<file path="config.mk">
export PLATFORM = sky130hd
export DESIGN_NAME = trap_ctrl
export DESIGN_NICKNAME = d
export VERILOG_FILES = /design/src/rtl/trap_pkg.sv /design/src/rtl/trap_prio_enc.sv /design/src/rtl/trap_ctrl.sv
export SDC_FILE = /design/constraint.sdc
export NUM_CORES = 1
export LEC_CHECK = 0
export ABC_AREA = 1
export CAP_MARGIN = 10
export CORE_AREA = 2 2 140 244
export DETAILED_ROUTE_END_ITERATION = 7
export DIE_AREA = 0 0 142 246
export GPL_ROUTABILITY_DRIVEN = 0
export PLACE_DENSITY = 0.78
export SLEW_MARGIN = 30
export SYNTH_ARGS = -nofsm -noshare
export SYNTH_HDL_FRONTEND = slang
export SYNTH_SLANG_ARGS = --single-unit
</file>
<file path="constraint.sdc">
create_clock -name CLK -period 4.3 [get_ports CLK]
set_clock_uncertainty 0.1 [all_clocks]
set_input_delay 0.645 -clock CLK [delete_from_list [all_inputs] [get_ports CLK]]
set_output_delay 0.645 -clock CLK [all_outputs]
set_load 0.01 [all_outputs]
</file>
<file path="src/rtl/trap_pkg.sv">
// Shared definitions for the trap controller: FSM encoding, trap-vector modes
// and the mcause layout.
package trap_pkg;

  typedef enum logic [1:0] {
    ST_IDLE    = 2'd0,
    ST_ISSUE   = 2'd1,
    ST_HOLDOFF = 2'd2
  } trap_state_t;

  localparam logic [1:0] VEC_DIRECT   = 2'd0;
  localparam logic [1:0] VEC_VECTORED = 2'd1;

  localparam int MCAUSE_INT_BIT = 31;

endpackage

</file>
<file path="src/rtl/trap_prio_enc.sv">
// Highest-index-wins priority encoder, purely combinational.
// No handshake: any = |vec, and idx is 0 when nothing is set.
module trap_prio_enc #(
  parameter int WIDTH = 16,
  parameter int IDX_W = (WIDTH > 1) ? $clog2(WIDTH) : 1
) (
  input  logic [WIDTH-1:0] vec,
  output logic             any,
  output logic [IDX_W-1:0] idx
);

  always_comb begin
    idx = '0;
    for (int i = 0; i < WIDTH; i++) begin
      if (vec[i]) idx = IDX_W'(i);
    end
  end

  assign any = |vec;

endmodule

</file>
<file path="src/rtl/trap_ctrl.sv">
// Trap controller: captures pipeline/interrupt state, picks exception over interrupt,
// issues one trap to the CSR unit (held until TRAP_ACK) then holds off HOLDOFF cycles.
module trap_ctrl
  import trap_pkg::*;
#(
  parameter int NUM_STAGES = 6,
  parameter int NUM_INT    = 16,
  parameter int CODE_W     = 5,
  parameter int HOLDOFF    = 3
) (
  input  logic                    CLK,
  input  logic                    RST_N,
  input  logic                    FLUSH,
  input  logic                    MMU_WAIT,
  input  logic [32*NUM_STAGES-1:0] STAGE_PC,
  input  logic [NUM_STAGES-1:0]   STAGE_VALID,
  input  logic                    EXC_EN,
  input  logic [CODE_W-1:0]       EXC_CODE,
  input  logic [NUM_INT-1:0]      INT_PEND,
  input  logic [NUM_INT-1:0]      INT_MASK,
  input  logic                    INT_GLOBAL_EN,
  input  logic [1:0]              TRAP_VEC_MODE,
  input  logic [31:0]             TRAP_VEC_BASE,
  input  logic                    TRAP_ACK,
  output logic                    TRAP_EN,
  output logic [31:0]             TRAP_PC,
  output logic [31:0]             TRAP_CODE,
  output logic [31:0]             TRAP_JMP_TO,
  output logic                    TRAP_BUSY
);

  localparam int IDX_W = (NUM_INT > 1) ? $clog2(NUM_INT) : 1;
  localparam int STG_W = (NUM_STAGES > 1) ? $clog2(NUM_STAGES) : 1;
  localparam int CNT_W = (HOLDOFF > 0) ? $clog2(HOLDOFF + 1) : 1;

  logic [32*NUM_STAGES-1:0] cap_pc;
  logic [NUM_STAGES-1:0]    cap_valid;
  logic                     cap_exc;
  logic [CODE_W-1:0]        cap_code;
  logic [NUM_INT-1:0]       cap_pend;
  logic [NUM_INT-1:0]       cap_mask;
  logic                     cap_ge;
  logic [1:0]               cap_mode;
  logic [31:0]              cap_base;

  // Reset beats FLUSH beats MMU_WAIT.
  always_ff @(posedge CLK or negedge RST_N) begin
    if (!RST_N) begin
      cap_pc    <= '0;
      cap_valid <= '0;
      cap_exc   <= 1'b0;
      cap_code  <= '0;
      cap_pend  <= '0;
      cap_mask  <= '0;
      cap_ge    <= 1'b0;
      cap_mode  <= '0;
      cap_base  <= '0;
    end else if (FLUSH) begin
      cap_pc    <= '0;
      cap_valid <= '0;
      cap_exc   <= 1'b0;
      cap_code  <= '0;
      cap_pend  <= '0;
      cap_mask  <= '0;
      cap_ge    <= 1'b0;
      cap_mode  <= '0;
      cap_base  <= '0;
    end else if (!MMU_WAIT) begin
      cap_pc    <= STAGE_PC;
      cap_valid <= STAGE_VALID;
      cap_exc   <= EXC_EN;
      cap_code  <= EXC_CODE;
      cap_pend  <= INT_PEND;
      cap_mask  <= INT_MASK;
      cap_ge    <= INT_GLOBAL_EN;
      cap_mode  <= TRAP_VEC_MODE;
      cap_base  <= TRAP_VEC_BASE;
    end
  end

  logic [NUM_INT-1:0] int_elig;
  logic               int_any;
  logic [IDX_W-1:0]   int_idx;
  logic               stg_any;
  logic [STG_W-1:0]   stg_idx;

  assign int_elig = cap_ge ? (cap_pend & cap_mask) : '0;

  trap_prio_enc #(.WIDTH(NUM_INT), .IDX_W(IDX_W)) u_int_enc (
    .vec (int_elig),
    .any (int_any),
    .idx (int_idx)
  );

  // Same encoder picks the oldest valid stage.
  trap_prio_enc #(.WIDTH(NUM_STAGES), .IDX_W(STG_W)) u_stg_enc (
    .vec (cap_valid),
    .any (stg_any),
    .idx (stg_idx)
  );

  logic        trap_req;
  logic [31:0] sel_pc;
  logic [31:0] nxt_code;
  logic [31:0] base_al;
  logic [31:0] nxt_jmp;

  assign trap_req = cap_exc | int_any;
  assign sel_pc   = stg_any ? cap_pc[32*int'(stg_idx) +: 32] : 32'd0;
  assign base_al  = {cap_base[31:2], 2'b00};

  always_comb begin
    nxt_code = '0;
    if (cap_exc) begin
      nxt_code[CODE_W-1:0] = cap_code;
    end else begin
      nxt_code[IDX_W-1:0]          = int_idx;
      nxt_code[MCAUSE_INT_BIT]     = 1'b1;
    end
  end

  // Only interrupts are vectored; exceptions always land on the base.
  assign nxt_jmp = (!cap_exc && cap_mode == VEC_VECTORED)
                 ? base_al + (32'(int_idx) << 2)
                 : base_al;

  trap_state_t      state;
  logic [CNT_W-1:0] hold_cnt;

  always_ff @(posedge CLK or negedge RST_N) begin
    if (!RST_N) begin
      state       <= ST_IDLE;
      hold_cnt    <= '0;
      TRAP_EN     <= 1'b0;
      TRAP_PC     <= '0;
      TRAP_CODE   <= '0;
      TRAP_JMP_TO <= '0;
      TRAP_BUSY   <= 1'b0;
    end else begin
      case (state)
        ST_IDLE: begin
          if (trap_req) begin
            TRAP_EN     <= 1'b1;
            TRAP_PC     <= sel_pc;
            TRAP_CODE   <= nxt_code;
            TRAP_JMP_TO <= nxt_jmp;
            TRAP_BUSY   <= 1'b1;
            state       <= ST_ISSUE;
          end
        end
        ST_ISSUE: begin
          if (TRAP_ACK) begin
            TRAP_EN <= 1'b0;
            if (HOLDOFF == 0) begin
              TRAP_BUSY <= 1'b0;
              state     <= ST_IDLE;
            end else begin
              hold_cnt <= CNT_W'(HOLDOFF);
              state    <= ST_HOLDOFF;
            end
          end
        end
        ST_HOLDOFF: begin
          if (hold_cnt <= CNT_W'(1)) begin
            TRAP_BUSY <= 1'b0;
            state     <= ST_IDLE;
          end else begin
            hold_cnt <= hold_cnt - 1'b1;
          end
        end
        default: begin
          TRAP_EN   <= 1'b0;
          TRAP_BUSY <= 1'b0;
          state     <= ST_IDLE;
        end
      endcase
    end
  end

endmodule

</file>
==> impl_metrics.toml <==
[clock_tree]
clock_latency_ps = 530
cts.sink_count = 343
cts_hold_buf = 0
htree_levels = 2
cts_resized = 0
post_cts_buffers = 0
cts_tree = "yes"
cts-buffers-inserted = 34
ctsLongestPathBuffers = 3
path_clk_slew_ps = 70
root_buffer = "clkbuf_16"

[timing]
worst_pin_slew_ps = 949
tns_ps = 0
finalHoldViolations = 0
slew_headroom = 0.368
max_freq_mhz = 251
slew_violations = 0
fin_crit_ps = 3980
setup_viol = 0
post-route-period-util = 0.925
grt_setup_unrepaired = "false"

[power]
p_per_area_nw_per_um2 = 444
ir_drop_v = 0.000340
leakagePower_uw = 0.00954
post-layout-total-power_uw = 9420

[critical_path]
r2r_start = "cap_ge"
cpMostUsedCell = "nand2_1"
slowest_delay_ps = 440
ff2ff_setup_slack_ps = 320
cp.arrival_ps = 4260
end_kind = "flip-flop"
r2r_end = "TRAP_JMP_TO[20]"
critPathLaunchType = "flip-flop"
critPathKind = "reg2reg"
crit_path_top_delay_cell = "dfrtp_1"
r2r_cells = 26
crit_path_max_fanout = 12
required_ps = 4590

[global_routing]
grt_pass1_wl_um = 81300
overflow = 0
track_usage = 0.303
antenna_found_initial = 7
grt_start_max_net_pins = 241
grt_pass1_vias = 14900

[route]
wl_um = 53300
postRouteAntennaNets = 0
vias = 15200
drtIter0Drc = 1274
drc = 0
drt_pass1_iterations = 7
post_drt_wl_per_cell_um = 19.7
viasPerCell = 5.63

[synthesis]
yosys-top-cells-area = "dfrtp_1 52%, nand3_1 11%, nand2_1 9.4%, o21ai_0 7.2%, inv_1 3.0%"
yosys.area.top_type = "dfrtp_1"
synth_flop_cell = "dfrtp_1"
synthesis.area_um2 = 16600
yosysWarningCount = 0
avgSynthCellArea_um2 = 8.22
yosysMostFrequentCell = "nand2_1"
netlist_top_cells_count = "417 x nand2_1, 380 x nand3_1, 343 x dfrtp_1"
postSynth.asyncResetShare = 1.00
synthDistinctLibCells = 40
yosys.area.top_type_share = 0.518
syn_inst = 2017
synth_edf_count = 0
yosysSeqAreaShare = 0.518
ys_ff_latch = 343

[final_layout]
drive_above_1_share = 0.0516
area.growth.synth_to_final_pct = 28.0
nNetsFinal = 2541
multi_input_area_um2 = 6690
register_area_um2 = 8580
fillers = 2716

[placement]
port_buffers = 343
hpwlAfterDp_um = 37200

[floorplan]
io_pins = 374
rows = 88
initial_utilization = 0.503
die_h_um = 246
die-width_um = 142
die_area_um2 = 34900
core-area_um2 = 32900

[run_status]
status = "finished clean"

[run]
drv_cap = 0

[min_path]
hp-class = "in2async"
-- worst max path at each step --
stage | from | to | slack (ps)
after global routing | cap_ge | TRAP_JMP_TO[20] | 20
final | cap_ge | TRAP_JMP_TO[20] | 320
after floorplan | cap_ge | TRAP_JMP_TO[26] | 1060
after detailed placement | cap_ge | TRAP_JMP_TO[26] | 310
after CTS | cap_ge | TRAP_JMP_TO[26] | 280
after global placement | cap_ge | TRAP_JMP_TO[26] | 390
-- layout by cell type (no fill, tap or decap), drive strengths merged, types with 4 or more instances in the layout --
master         instances
a21oi                 69
a31oi                  4
buf                   25
clkbuf                51
clkdlybuf4s50        341
clkinv                10
conb                  28
dfrtp                343
diode                  7
ha                     5
inv                  139
nand2                419
nand3                393
nand4                  7
nor2                  64
nor3                  10
nor4                   6
o211ai                29
o21ai                273
o22ai                 33
xor2                  20
-- critical path, delay by kind of cell, from the launching register on --
family | cells | cell delay, ps
AO/OA/AOI/OAI | 1 | 90
flip-flops | 1 | 440
AND/OR/NAND/NOR | 20 | 2100
adder cells (fa/ha/maj) | 2 | 630
XOR/XNOR | 1 | 210
buffers and inverters | 2 | 260
-- sequential cells by signal (all words and copies together) (netlist names) --
| name | flops |
|---|---|
| cap_mask | 16 |
| state | 2 |
| TRAP_PC | 32 |
| cap_valid | 6 |
| TRAP_JMP_TO | 30 |
| TRAP_CODE | 6 |
| TRAP_BUSY | 1 |
| cap_base | 30 |
| TRAP_EN | 1 |
| cap_code | 5 |
| cap_exc | 1 |
| hold_cnt | 2 |
| cap_pc | 192 |
| cap_mode | 2 |
| cap_ge | 1 |
| cap_pend | 16 |
-- area by class of cell --
class,count,area share
antenna,7,0.000826
clock buffer,51,0.0499
multi-input combinational,1375,0.316
tap,405,0.0239
clock inverter,11,0.00378
sequential,343,0.405
timing repair buffer,366,0.176
inverter,139,0.0251
-- through the flow --
step / cells / area (um^2) / setup slack, ps / hold WS [ps] / util
floorplan: 2044 / 16700 / 1060 / 249 / -
global placement: 2628 / 20000 / 394 / 365 / 0.609
detailed placement: 2628 / 20000 / 311 / 368 / 0.609
CTS: 2690 / 21200 / 277 / 57.7 / 0.644
global route: 2697 / 21200 / 23.1 / 105 / 0.644
finish: 2697 / 21200 / 323 / 37.2 / 0.644
-- cell families (layout without fill, tap and decap cells) --
logic type | count (synthesis) | in the layout | synth area share
flip-flops | 343 | 343 | 0.518
multiplexers | 1 | 1 | 0.000680
buffers and inverters | 326 | 567 | 0.0861
XOR/XNOR | 22 | 22 | 0.0116
adder cells (fa/ha/maj) | 6 | 6 | 0.00498
AO/OA/AOI/OAI | 416 | 416 | 0.134
AND/OR/NAND/NOR | 902 | 902 | 0.244
other | 1 | 35 | 0.000226
-- per-layer routing --
| metal | vias up | wire length [um] | track usage |
|---|---|---|---|
| met5 | - | 0 | 0 |
| met4 | 0 | 3930 | 0.206 |
| met3 | 147 | 3110 | 0.0379 |
| met2 | 734 | 27100 | 0.519 |
| met1 | 7125 | 19100 | 0.351 |
| li1 | 7188 | - | - |
-- report_power, final --
group | total (uW) | switching, uW | internal, uW
sequential | 3980 | 302 | 3670
combinational | 2410 | 1340 | 1070
clock | 3030 | 1270 | 1770
total | 9420 | 2910 | 6510
No activity file was read; power rests on OpenSTA's default activity.
